$ cat src/rtl/uart_rx_pkg.sv
// Shared types and helpers for the oversampling UART receiver and its FIFO.
package uart_rx_pkg;

    // Widest character the entry format can carry.
    localparam int unsigned MaxDataBits = 9;

    typedef enum logic [2:0] {
        StIdle,
        StStart,
        StData,
        StParity,
        StStop1,
        StStop2,
        StBreak
    } rx_state_e;

    typedef struct packed {
        logic                   frame_err;
        logic                   parity_err;
        logic [MaxDataBits-1:0] data;
    } rx_entry_t;

    // Pointer width for a power-of-two FIFO of the given depth.
    function automatic int unsigned fifo_ptr_w(input int unsigned depth);
        return (depth > 1) ? $clog2(depth) : 1;
    endfunction

endpackage

$ cat src/rtl/sync_fifo_showahead.sv
// Single-clock show-ahead FIFO: head word is visible combinationally while non-empty.
module sync_fifo_showahead
    import uart_rx_pkg::*;
#(
    parameter int unsigned Width = 8,
    parameter int unsigned Depth = 16,
    localparam int unsigned PtrW = fifo_ptr_w(Depth)
) (
    input  logic             clk_i,
    input  logic             rst_i,
    input  logic             push_i,
    input  logic [Width-1:0] wdata_i,
    input  logic             pop_i,
    output logic [Width-1:0] rdata_o,
    output logic             full_o,
    output logic             empty_o,
    output logic             drop_o,
    output logic [PtrW:0]    level_o
);

    localparam logic [PtrW:0] DepthL = (PtrW + 1)'(Depth);

    logic [Width-1:0] mem_q [Depth];
    logic [PtrW-1:0]  wptr_q, wptr_d;
    logic [PtrW-1:0]  rptr_q, rptr_d;
    logic [PtrW:0]    level_q, level_d;
    logic             do_push, do_pop;

    assign full_o  = (level_q == DepthL);
    assign empty_o = (level_q == '0);
    assign do_pop  = pop_i & ~empty_o;
    // A pop in the same cycle frees the slot, so a push into a full FIFO still lands.
    assign do_push = push_i & (~full_o | do_pop);
    assign drop_o  = push_i & ~do_push;
    assign level_o = level_q;
    // Empty FIFO presents zero rather than stale storage.
    assign rdata_o = empty_o ? '0 : mem_q[rptr_q];

    // Next-state for pointers and occupancy; pointers wrap naturally at Depth.
    always_comb begin
        wptr_d  = do_push ? wptr_q + 1'b1 : wptr_q;
        rptr_d  = do_pop ? rptr_q + 1'b1 : rptr_q;
        level_d = level_q;
        if (do_push && !do_pop) begin
            level_d = level_q + 1'b1;
        end else if (!do_push && do_pop) begin
            level_d = level_q - 1'b1;
        end
    end

    // Storage write port (no reset needed; reads are gated by empty).
    always_ff @(posedge clk_i) begin
        if (do_push) begin
            mem_q[wptr_q] <= wdata_i;
        end
    end

    // Pointer and level registers.
    always_ff @(posedge clk_i or posedge rst_i) begin
        if (rst_i) begin
            wptr_q  <= '0;
            rptr_q  <= '0;
            level_q <= '0;
        end else begin
            wptr_q  <= wptr_d;
            rptr_q  <= rptr_d;
            level_q <= level_d;
        end
    end

endmodule

$ cat src/rtl/uart_rx_fifo.sv
// Oversampling UART receiver with runtime framing options feeding a show-ahead FIFO.
module uart_rx_fifo
    import uart_rx_pkg::*;
#(
    parameter int unsigned DATA_BITS  = 8,
    parameter int unsigned FIFO_DEPTH = 16,
    parameter int unsigned OVERSAMPLE = 16,
    parameter int unsigned DIV_W      = 16
) (
    input  logic                          clk,
    input  logic                          reset,
    input  logic [DIV_W-1:0]              divisor,
    input  logic [3:0]                    char_len,
    input  logic                          parity_en,
    input  logic                          parity_odd,
    input  logic                          two_stop,
    input  logic                          rxd,
    output logic                          rd_valid,
    output logic [DATA_BITS-1:0]          rd_data,
    output logic                          rd_parity_err,
    output logic                          rd_frame_err,
    input  logic                          rd_ready,
    output logic [$clog2(FIFO_DEPTH):0]   level,
    output logic                          overflow,
    input  logic                          clr_overflow,
    output logic                          busy
);

    localparam int unsigned    SampW    = $clog2(OVERSAMPLE);
    localparam logic [SampW-1:0] HalfLast = SampW'(OVERSAMPLE / 2 - 1);
    localparam logic [SampW-1:0] FullLast = SampW'(OVERSAMPLE - 1);
    localparam logic [3:0]       MaxLen   = 4'(DATA_BITS);

    logic                 rx_meta_q, rx_sync_q, rx_prev_q;
    logic [DIV_W-1:0]     tick_cnt_q, tick_cnt_d;
    logic                 tick, at_sample, start_fall;
    rx_state_e            state_q, state_d;
    logic [SampW-1:0]     samp_cnt_q, samp_cnt_d;
    logic [3:0]           bit_cnt_q, bit_cnt_d;
    logic [3:0]           len_q, len_d;
    logic                 par_en_q, par_en_d, par_odd_q, par_odd_d, two_stop_q, two_stop_d;
    logic [DATA_BITS-1:0] data_q, data_d;
    logic                 par_acc_q, par_acc_d, par_err_q, par_err_d, frm_err_q, frm_err_d;
    logic                 push_q, push_d;
    logic                 overflow_q, overflow_d;
    logic                 fifo_empty, fifo_full, fifo_drop;
    rx_entry_t            push_entry, head;

    assign tick       = (tick_cnt_q == divisor);
    assign start_fall = rx_prev_q & ~rx_sync_q;
    assign at_sample  = tick && (samp_cnt_q == ((state_q == StStart) ? HalfLast : FullLast));

    // Two-flop synchroniser plus one delayed copy for falling-edge detection.
    always_ff @(posedge clk or posedge reset) begin
        if (reset) begin
            rx_meta_q <= 1'b1;
            rx_sync_q <= 1'b1;
            rx_prev_q <= 1'b1;
        end else begin
            rx_meta_q <= rxd;
            rx_sync_q <= rx_meta_q;
            rx_prev_q <= rx_sync_q;
        end
    end

    // Receiver next-state: framing, bit assembly, error flags and push request.
    always_comb begin
        state_d    = state_q;
        tick_cnt_d = tick ? '0 : tick_cnt_q + 1'b1;
        samp_cnt_d = samp_cnt_q;
        bit_cnt_d  = bit_cnt_q;
        len_d      = len_q;
        par_en_d   = par_en_q;
        par_odd_d  = par_odd_q;
        two_stop_d = two_stop_q;
        data_d     = data_q;
        par_acc_d  = par_acc_q;
        par_err_d  = par_err_q;
        frm_err_d  = frm_err_q;
        push_d     = 1'b0;
        if (tick) begin
            samp_cnt_d = at_sample ? '0 : samp_cnt_q + 1'b1;
        end
        unique case (state_q)
            StIdle: begin
                if (start_fall) begin
                    state_d    = StStart;
                    tick_cnt_d = '0;
                    samp_cnt_d = '0;
                    bit_cnt_d  = '0;
                    data_d     = '0;
                    par_acc_d  = 1'b0;
                    par_err_d  = 1'b0;
                    frm_err_d  = 1'b0;
                    // Frame configuration is frozen here for the whole character.
                    len_d      = (char_len >= 4'd5 && char_len <= MaxLen) ? char_len : MaxLen;
                    par_en_d   = parity_en;
                    par_odd_d  = parity_odd;
                    two_stop_d = two_stop;
                end
            end
            StStart: begin
                if (at_sample) begin
                    state_d = rx_sync_q ? StIdle : StData;
                end
            end
            StData: begin
                if (at_sample) begin
                    for (int i = 0; i < int'(DATA_BITS); i++) begin
                        if (bit_cnt_q == 4'(i)) begin
                            data_d[i] = rx_sync_q;
                        end
                    end
                    par_acc_d = par_acc_q ^ rx_sync_q;
                    if (bit_cnt_q == len_q - 4'd1) begin
                        bit_cnt_d = '0;
                        state_d   = par_en_q ? StParity : StStop1;
                    end else begin
                        bit_cnt_d = bit_cnt_q + 4'd1;
                    end
                end
            end
            StParity: begin
                if (at_sample) begin
                    par_err_d = ((par_acc_q ^ rx_sync_q) != par_odd_q);
                    state_d   = StStop1;
                end
            end
            StStop1, StStop2: begin
                if (at_sample) begin
                    if (!rx_sync_q) begin
                        frm_err_d = 1'b1;
                    end
                    if (state_q == StStop1 && two_stop_q) begin
                        state_d = StStop2;
                    end else begin
                        push_d  = 1'b1;
                        // A low final stop bit means the line is held in break.
                        state_d = rx_sync_q ? StIdle : StBreak;
                    end
                end
            end
            StBreak: begin
                if (rx_sync_q) begin
                    state_d = StIdle;
                end
            end
            default: state_d = StIdle;
        endcase
    end

    // Receiver state registers.
    always_ff @(posedge clk or posedge reset) begin
        if (reset) begin
            state_q    <= StIdle;
            tick_cnt_q <= '0;
            samp_cnt_q <= '0;
            bit_cnt_q  <= '0;
            len_q      <= MaxLen;
            par_en_q   <= 1'b0;
            par_odd_q  <= 1'b0;
            two_stop_q <= 1'b0;
            data_q     <= '0;
            par_acc_q  <= 1'b0;
            par_err_q  <= 1'b0;
            frm_err_q  <= 1'b0;
            push_q     <= 1'b0;
        end else begin
            state_q    <= state_d;
            tick_cnt_q <= tick_cnt_d;
            samp_cnt_q <= samp_cnt_d;
            bit_cnt_q  <= bit_cnt_d;
            len_q      <= len_d;
            par_en_q   <= par_en_d;
            par_odd_q  <= par_odd_d;
            two_stop_q <= two_stop_d;
            data_q     <= data_d;
            par_acc_q  <= par_acc_d;
            par_err_q  <= par_err_d;
            frm_err_q  <= frm_err_d;
            push_q     <= push_d;
        end
    end

    assign push_entry = '{
        frame_err:  frm_err_q,
        parity_err: par_err_q,
        data:       MaxDataBits'(data_q)
    };

    sync_fifo_showahead #(
        .Width ($bits(rx_entry_t)),
        .Depth (FIFO_DEPTH)
    ) u_fifo (
        .clk_i   (clk),
        .rst_i   (reset),
        .push_i  (push_q),
        .wdata_i (push_entry),
        .pop_i   (rd_ready),
        .rdata_o (head),
        .full_o  (fifo_full),
        .empty_o (fifo_empty),
        .drop_o  (fifo_drop),
        .level_o (level)
    );

    // Sticky overflow; a new drop takes priority over a clear in the same cycle.
    always_comb begin
        overflow_d = overflow_q;
        if (fifo_drop) begin
            overflow_d = 1'b1;
        end else if (clr_overflow) begin
            overflow_d = 1'b0;
        end
    end

    // Overflow flag register.
    always_ff @(posedge clk or posedge reset) begin
        if (reset) begin
            overflow_q <= 1'b0;
        end else begin
            overflow_q <= overflow_d;
        end
    end

    generate
        if (DATA_BITS < MaxDataBits) begin : g_unused_hi
            logic unused_data_hi;
            assign unused_data_hi = ^head.data[MaxDataBits-1:DATA_BITS] ^ fifo_full;
        end else begin : g_full_width
            logic unused_full;
            assign unused_full = fifo_full;
        end
    endgenerate

    assign rd_valid      = ~fifo_empty;
    assign rd_data       = head.data[DATA_BITS-1:0];
    assign rd_parity_err = head.parity_err;
    assign rd_frame_err  = head.frame_err;
    assign overflow      = overflow_q;
    assign busy          = (state_q != StIdle);

endmodule

$ cat config.mk
export PLATFORM = sky130hd
export DESIGN_NAME = uart_rx_fifo
export DESIGN_NICKNAME = d
export VERILOG_FILES = /design/src/rtl/uart_rx_pkg.sv /design/src/rtl/sync_fifo_showahead.sv /design/src/rtl/uart_rx_fifo.sv
export SDC_FILE = /design/constraint.sdc
export NUM_CORES = 1
export LEC_CHECK = 0
export ABC_AREA = 1
export CORE_MARGIN = 1.5
export CORE_UTILIZATION = 63
export CTS_BUF_LIST = sky130_fd_sc_hd__clkbuf_8
export DETAILED_ROUTE_END_ITERATION = 10
export MAX_ROUTING_LAYER = met4
export PLACE_DENSITY = 0.94
export SLEW_MARGIN = 10
export SYNTH_ARGS = -nofsm -noshare
export SYNTH_HDL_FRONTEND = slang
export SYNTH_SLANG_ARGS = --single-unit
$ cat constraint.sdc
create_clock -name clk -period 3.3 [get_ports clk]
set_input_delay 0.66 -clock clk [delete_from_list [all_inputs] [get_ports clk]]
set_output_delay 0.66 -clock clk [all_outputs]
set_load 0.05 [all_outputs]
==> metrics, run 1 <==
critical path class=flip-flop to output pin; Yosys reg bits=223; Root Buffer=clkbuf_8; fin util=0.758; WL met3=2120 um; Synth top cells by count=160 x edfxtp_1, 153 x nand2_1, 147 x nor2_1; Syn Inst Count=944; GPL Wtd Cong=0.913; Routed Antenna Nets=0; Async SR Flop Fraction=0.283; Max-Cap Viols=0; GRT overflow=0; post-route setup TNS=0 ps; Hold Path Origin=rx_meta_q$_DFF_PP1_; DRT met1 WL=8540 um; Slew Viols, Final=0; Placeable Area=15300 sq um; Final setup viols=0; PortBufs=45; vias in the first global route=about 7600; number of H-tree levels=2; most frequent cell after synthesis=edfxtp_1; layout cells sized above 1=0.120; Initial DRT Pass Iterations=6; all-layer global routing usage=0.307; Max VDD drop=0.741 mV; Core Rows=45; Top Layer Used=met4; WL final=roughly 24000 um; Power Dens Cells=890 nW/um^2; main flop type after synthesis=edfxtp_1; total number of vias=between 7000 and 8000; final hold violations=0; share of the synthesized area in the top cell type=0.484; Least-Margin Pin Slew=between 900 and 1000 ps; Worst setup SP type=flip-flop; CP Max Fanout=26; Antenna Cells=0; Clock Skew=20.5 ps; residual DRC count=0; drt initial violations=894; Clock Latency Late Sink=520 ps; first-pass GRT wire length=37600 um; Syn Nets=989; Post-synth EDFFs=160; initial antenna violation count=0; io pins=46; post-DP HPWL=15100 um; Slew HR=0.372; Synth area leaders=edfxtp_1 48%, dfrtp_1 15%, nand2_1 5.8%; Static Leak=0.00459 uW; Post-CTS Setup Bufs=0; WL met2=12400 um; Worst Hold Class=flip-flop to flip-flop; Chip Width=129 um; Cell Area, Synth=about 9900 sq um; Die Ht=129 um; Synth area leader=edfxtp_1; placed cell area=10800 sq um; Distinct cells, synth=43; CTS Buf Count=36; Avg WL per Cell=19.0 um; design area=11600 sq um; Vias/cell=between 6 and 7; maximum clock path buffer count=3; worst setup path start=u_fifo.rptr_q[0]$_DFFE_PP0P_; Final period util=0.971; Avg Cell Area, Syn=10.5 sq um; # clock sinks=223; Fmax=between 300 and 400 MHz; largest net degree at the start of global routing=83; CTS tree=built; RSZ-0062 raised after global routing=false; crit path DAT=between 2000 and 3000 ps; initial core utilization=0.648; YS warnings=0; CP Capture Type=output pin; Req. time, crit path=2640 ps; clock slew at reported path FFs=roughly 60 ps; post-synthesis sequential area ratio=0.643; status=finished, final reports clean; die area=16500 sq um; # nets final=between 1000 and 1500; area grow syn2layout=17.0%; Tmin final=between 3000 and 4000 ps; Reg-to-Reg Start=u_fifo.level_o[0]$_DFFE_PP0P_
==> metal layers <==
layer	global-route usage	up-vias
li1	-	3434
met4	0.153	0
met3	0.0532	93
met1	0.355	3678
met5	-	-
met2	0.523	477
==> path summary, 6_finish.rpt <==
| kind | cells past startpoint | slack [ps] | to |
|---|---|---|---|
| min in group asynchronous | 2 | 670 | state_q[0]$_DFFE_PP0P_ |
| worst min register to register | 0 | 360 | rx_sync_q$_DFF_PP1_ |
| worst max-delay path | 9 | 100 | rd_data[0] |
| max in group asynchronous | 3 | 1900 | u_fifo.rptr_q[0]$_DFFE_PP0P_ |
| worst min-delay path | 0 | 360 | rx_sync_q$_DFF_PP1_ |
| worst max register to register | 13 | 690 | u_fifo.level_o[4]$_DFFE_PP0P_ |
==> state kept, by name (all words and copies together), names as in the netlist <==
signal          count
bit_cnt_q           4
data_q              8
frm_err_q           1
len_q               4
overflow            1
par_acc_q           1
par_en_q            1
par_err_q           1
par_odd_q           1
push_q              1
rx_meta_q           1
rx_prev_q           1
rx_sync_q           1
samp_cnt_q          4
state_q             3
tick_cnt_q         16
two_stop_q          1
u_fifo.level_o      5
u_fifo.mem_q      160
u_fifo.rptr_q       4
u_fifo.wptr_q       4
==> placed cells by master (no fill, tap or decap), types with 2 or more instances in the layout <==
master / count
a21oi_1: 26
edfxtp_1: 160
o22ai_1: 12
inv_2: 13
xnor2_1: 5
o21ai_1: 14
nor2_4: 3
dfrtp_1: 58
nand2_1: 153
inv_1: 71
xor2_1: 13
nor3_1: 10
a21oi_2: 2
o221ai_1: 28
nand4_1: 5
nand3_1: 43
nand3b_1: 3
clkinv_1: 5
o211ai_1: 3
clkdlybuf4s50_1: 35
clkinv_2: 6
buf_4: 26
clkbuf_8: 42
nor2_2: 4
dfstp_2: 4
buf_12: 11
bufinv_16: 4
nand2_4: 2
ha_1: 16
o21ai_0: 103
nor2_1: 147
==> layout make-up <==
class / instances / area (sq um)
Sequential cell: 223 / 6390
Fill cell: 966 / 3700
Multi-Input combinational cell: 607 / 3110
Timing Repair Buffer: 73 / 777
Clock buffer: 42 / 578
Inverter: 79 / 303
Tap cell: 211 / 264
Clock inverter: 22 / 195
==> report_power, final <==
part | switching [uW] | internal, uW | total [uW]
sequential | 384 | 3370 | 3760
clock | 1080 | 1480 | 2550
combinational | 2560 | 1460 | 4020
==> through the flow <==
step                      worst slack (ps)  power [uW]  cells  hold WS (ps)
after global placement                 310        7530   1193           345
after detailed placement               216        7730   1193           347
final                                 97.0       10300   1257           356
after CTS                             95.9       10300   1257           357
after floorplan                        497        6170    944           345
after global routing                 0.395       10800   1257           359
==> worst max-delay path, cell delays in order (launching register included) <==
cell,delay [ps]
dfrtp_2,440
inv_4,230
buf_4,270
nor2_1,70
o22ai_1,200
nor2_1,80
nor2_1,90
o21ai_0,140
a21oi_1,290
buf_12,180
==> kinds of logic (layout without fill, tap and decap cells) <==
logic type | after synthesis | after routing | share of synthesized area
buf+inv | 114 | 216 | 0.0440
simple gates | 377 | 377 | 0.160
compound gates | 195 | 195 | 0.114
xor+xnor | 18 | 18 | 0.0159
flops | 223 | 223 | 0.643
fa+ha+maj | 17 | 17 | 0.0222
==> timing repair <==
item                       4_1_cts  5_1_grt
hold buffers                     0        0
setup endpoints to repair        2        4
resized for setup                1        3
(Power assumes the default switching activity.)
==> inputs of run 2 (changes only) <==
--- a/config.mk
+++ b/config.mk
@@ -9,7 +9,6 @@
 export CORE_MARGIN = 1.5
-export CORE_UTILIZATION = 63
-export CTS_BUF_LIST = sky130_fd_sc_hd__clkbuf_8
+export CORE_UTILIZATION = 61
 export DETAILED_ROUTE_END_ITERATION = 10
 export MAX_ROUTING_LAYER = met4
-export PLACE_DENSITY = 0.94
+export PLACE_DENSITY = 0.91
 export SLEW_MARGIN = 10
@@ -17,2 +16,3 @@
 export SYNTH_HDL_FRONTEND = slang
+export SYNTH_HIERARCHICAL = 1
 export SYNTH_SLANG_ARGS = --single-unit
--- a/constraint.sdc
+++ b/constraint.sdc
@@ -3,2 +3,2 @@
 set_output_delay 0.66 -clock clk [all_outputs]
-set_load 0.05 [all_outputs]
+set_load 0.02 [all_outputs]
==> metrics, run 2 <==
post-route setup TNS=0 ps (unchanged); Final period util=0.938 (-0.0323); Final setup viols=0 (unchanged); RR Endpoint=u_fifo/level_o[4]$_DFFE_PP0P_; maximum clock path buffer count=3 (unchanged); reg2reg setup slack=490 ps (-200 ps); commonest non-fill, non-tap cell in the layout=nand2_1; Multi-input gate area=3290 sq um (+5.9%); Max-Cap Viols=0 (unchanged); Hold-fix buffers, CTS=0 (unchanged); status=finished, final reports clean; vias in the first global route=7482 (-1.9%); Antenna Cells=0 (unchanged); die area=17500 sq um (+6.1%); Reg-to-Reg Start=u_fifo/level_o[0]$_DFFE_PP0P_; layout cells sized above 1=0.0870 (-0.0335); Chip Width=132 um (+3.0%); Reg area=6390 sq um (about the same); CP Capture Type=output pin; Regs by FF count=u_fifo/mem_q: 160 flops, tick_cnt_q: 16 flops, data_q: 8 flops; # nets final=1145 (+7.5%); WL final=24000 um (+0.33%); # clock sinks=223 (unchanged); initial antenna violation count=0 (unchanged); Vias/cell=5.79 (-5.3%); Slew HR=0.488 (+0.115); Avg WL per Cell=17.9 um (-5.5%); CP Max Fanout=30 (+15%); number of H-tree levels=1 (-1); number of fillers in the final layout=1101 (+14%); Clock Latency Late Sink=520 ps (about the same); Syn Inst Count=1040 (+10%); highest-count cells in the layout ignoring fill and taps=356 x nand2_1, 160 x edfxtp_1, 155 x nand3_1; Die Ht=132 um (+3.0%); YS warnings=6 (+6); Clock Skew=27.7 ps (+7.21 ps); CTS Buf Count=23 (-36%); WL met2=12000 um (-2.7%); Core Rows=47 (+4.4%); WHS=354 ps (-1.99 ps); all-layer global routing usage=0.290 (-0.0174); worst-case reg-to-reg path depth=15 (+2); Initial DRT Pass Iterations=5 (-1); DRT met1 WL=9190 um (+7.6%); Avg Cell Area, Syn=9.82 sq um (-6.6%); Hold Path Origin=rx_meta_q$_DFF_PP1_; Cell Chain, Critical Path=inv_6, buf_12, nand2_1, nand3_1, nand3_1, nand2_1, nand2_1, a21oi_1, dlygate4sd2_1; final hold violations=0 (unchanged); Worst Hold Class=flip-flop to flip-flop; Top Layer Used=met4; Req. time, crit path=2640 ps (about the same); CP bufs+invs=3 (unchanged); initial core utilization=0.620 (-0.0281); Fmax=323 MHz (+3.4%); post-DP HPWL=14800 um (-2.0%); Max VDD drop=0.556 mV (-25%); Routed Antenna Nets=0 (unchanged); Root Buffer=clkbuf_16; io pins=46 (unchanged); WL met3=2020 um (-4.9%); clock slew at reported path FFs=60 ps (about the same); largest net degree at the start of global routing=35 (-58%); peak per-stage delay on the critical path=460 ps (+20 ps); residual DRC count=0 (unchanged); Placeable Area=16500 sq um (+7.5%); max FFs per register=160 (unchanged); drt initial violations=870 (-2.7%); GPL Wtd Cong=0.935 (+2.4%); area grow syn2layout=14.2%; Worst setup SP type=flip-flop; Syn Nets=1085 (+9.7%); RSZ-0062 raised after global routing=false; Top cell by count, worst path=nand2_1; PortBufs=45 (unchanged); Biggest register=u_fifo/mem_q; total number of vias=7723 (+0.53%); Tmin final=3100 ps (-106 ps); first-pass GRT wire length=38900 um (+3.2%); Worst Hold Depth=0 (unchanged); Static Leak=0.00497 uW (+8.1%); CTS tree=built; CP max stage cell=dfrtp_2; Slew Viols, Final=0 (unchanged); hold path endpoint=rx_sync_q$_DFF_PP1_; Least-Margin Pin Slew=769 ps (-173 ps); Cell Area, Synth=10200 sq um (+2.9%); critical path class=flip-flop to output pin; Power Dens Cells=599 nW/um^2 (-33%); crit path DAT=2440 ps (-100 ps); critical path's top delay family=buffers and inverters; GRT overflow=0 (unchanged)
run 2: per-stage QoR:
step	setup slack (ps)	util	instance area (sq um)	power, uW	instances
2_1_floorplan	1040	-	10200	4190	1040
3_3_place_gp	461	0.665	10900	4460	1295
3_5_place_dp	366	0.665	10900	4530	1295
4_1_cts	8.77	0.708	11700	6990	1335
5_1_grt	108	0.708	11700	7270	1335
6_report	203	0.708	11700	6980	1335
run 2: what timing repair did:
item	CTS	global route
pin swaps	0	0
buffers inserted	0	0
hold endpoints to repair	0	0
gates resized for setup	9	4
setup endpoints to repair	10	4
run 2: final cells by class:
type | instances | share of cell area
clock buffer | 30 | 0.0516
tap | 220 | 0.0236
clock inverter | 10 | 0.00912
inverter | 80 | 0.0262
sequential | 223 | 0.548
multi-input combinational | 699 | 0.282
timing repair buffer | 73 | 0.0593
run 2: worst max path at each step:
stage / from / end / slack [ps] / cells after the start
after floorplan: u_fifo/level_o[0]$_DFFE_PP0P_ / u_fifo/level_o[4]$_DFFE_PP0P_ / 1040 / 14
after global placement: rd_ready / u_fifo/level_o[4]$_DFFE_PP0P_ / 460 / 14
after detailed placement: rd_ready / u_fifo/level_o[4]$_DFFE_PP0P_ / 370 / 14
after CTS: u_fifo/rptr_q[0]$_DFFE_PP0P_ / rd_data[0] / 9 / 9
after global routing: u_fifo/rptr_q[0]$_DFFE_PP0P_ / rd_data[1] / 110 / 9
final: u_fifo/rptr_q[0]$_DFFE_PP0P_ / rd_data[1] / 200 / 9
run 2: per-layer routing:
layer,track usage,up-vias
li1,-,3580
met1,0.376,3618
met2,0.475,453
met3,0.0477,72
met4,0.0904,0
met5,-,-
run 2: power breakdown:
group | switching (uW) | internal, uW
Sequential | 331 | 3320
Clock | 1040 | 1440
Combinational | 536 | 318
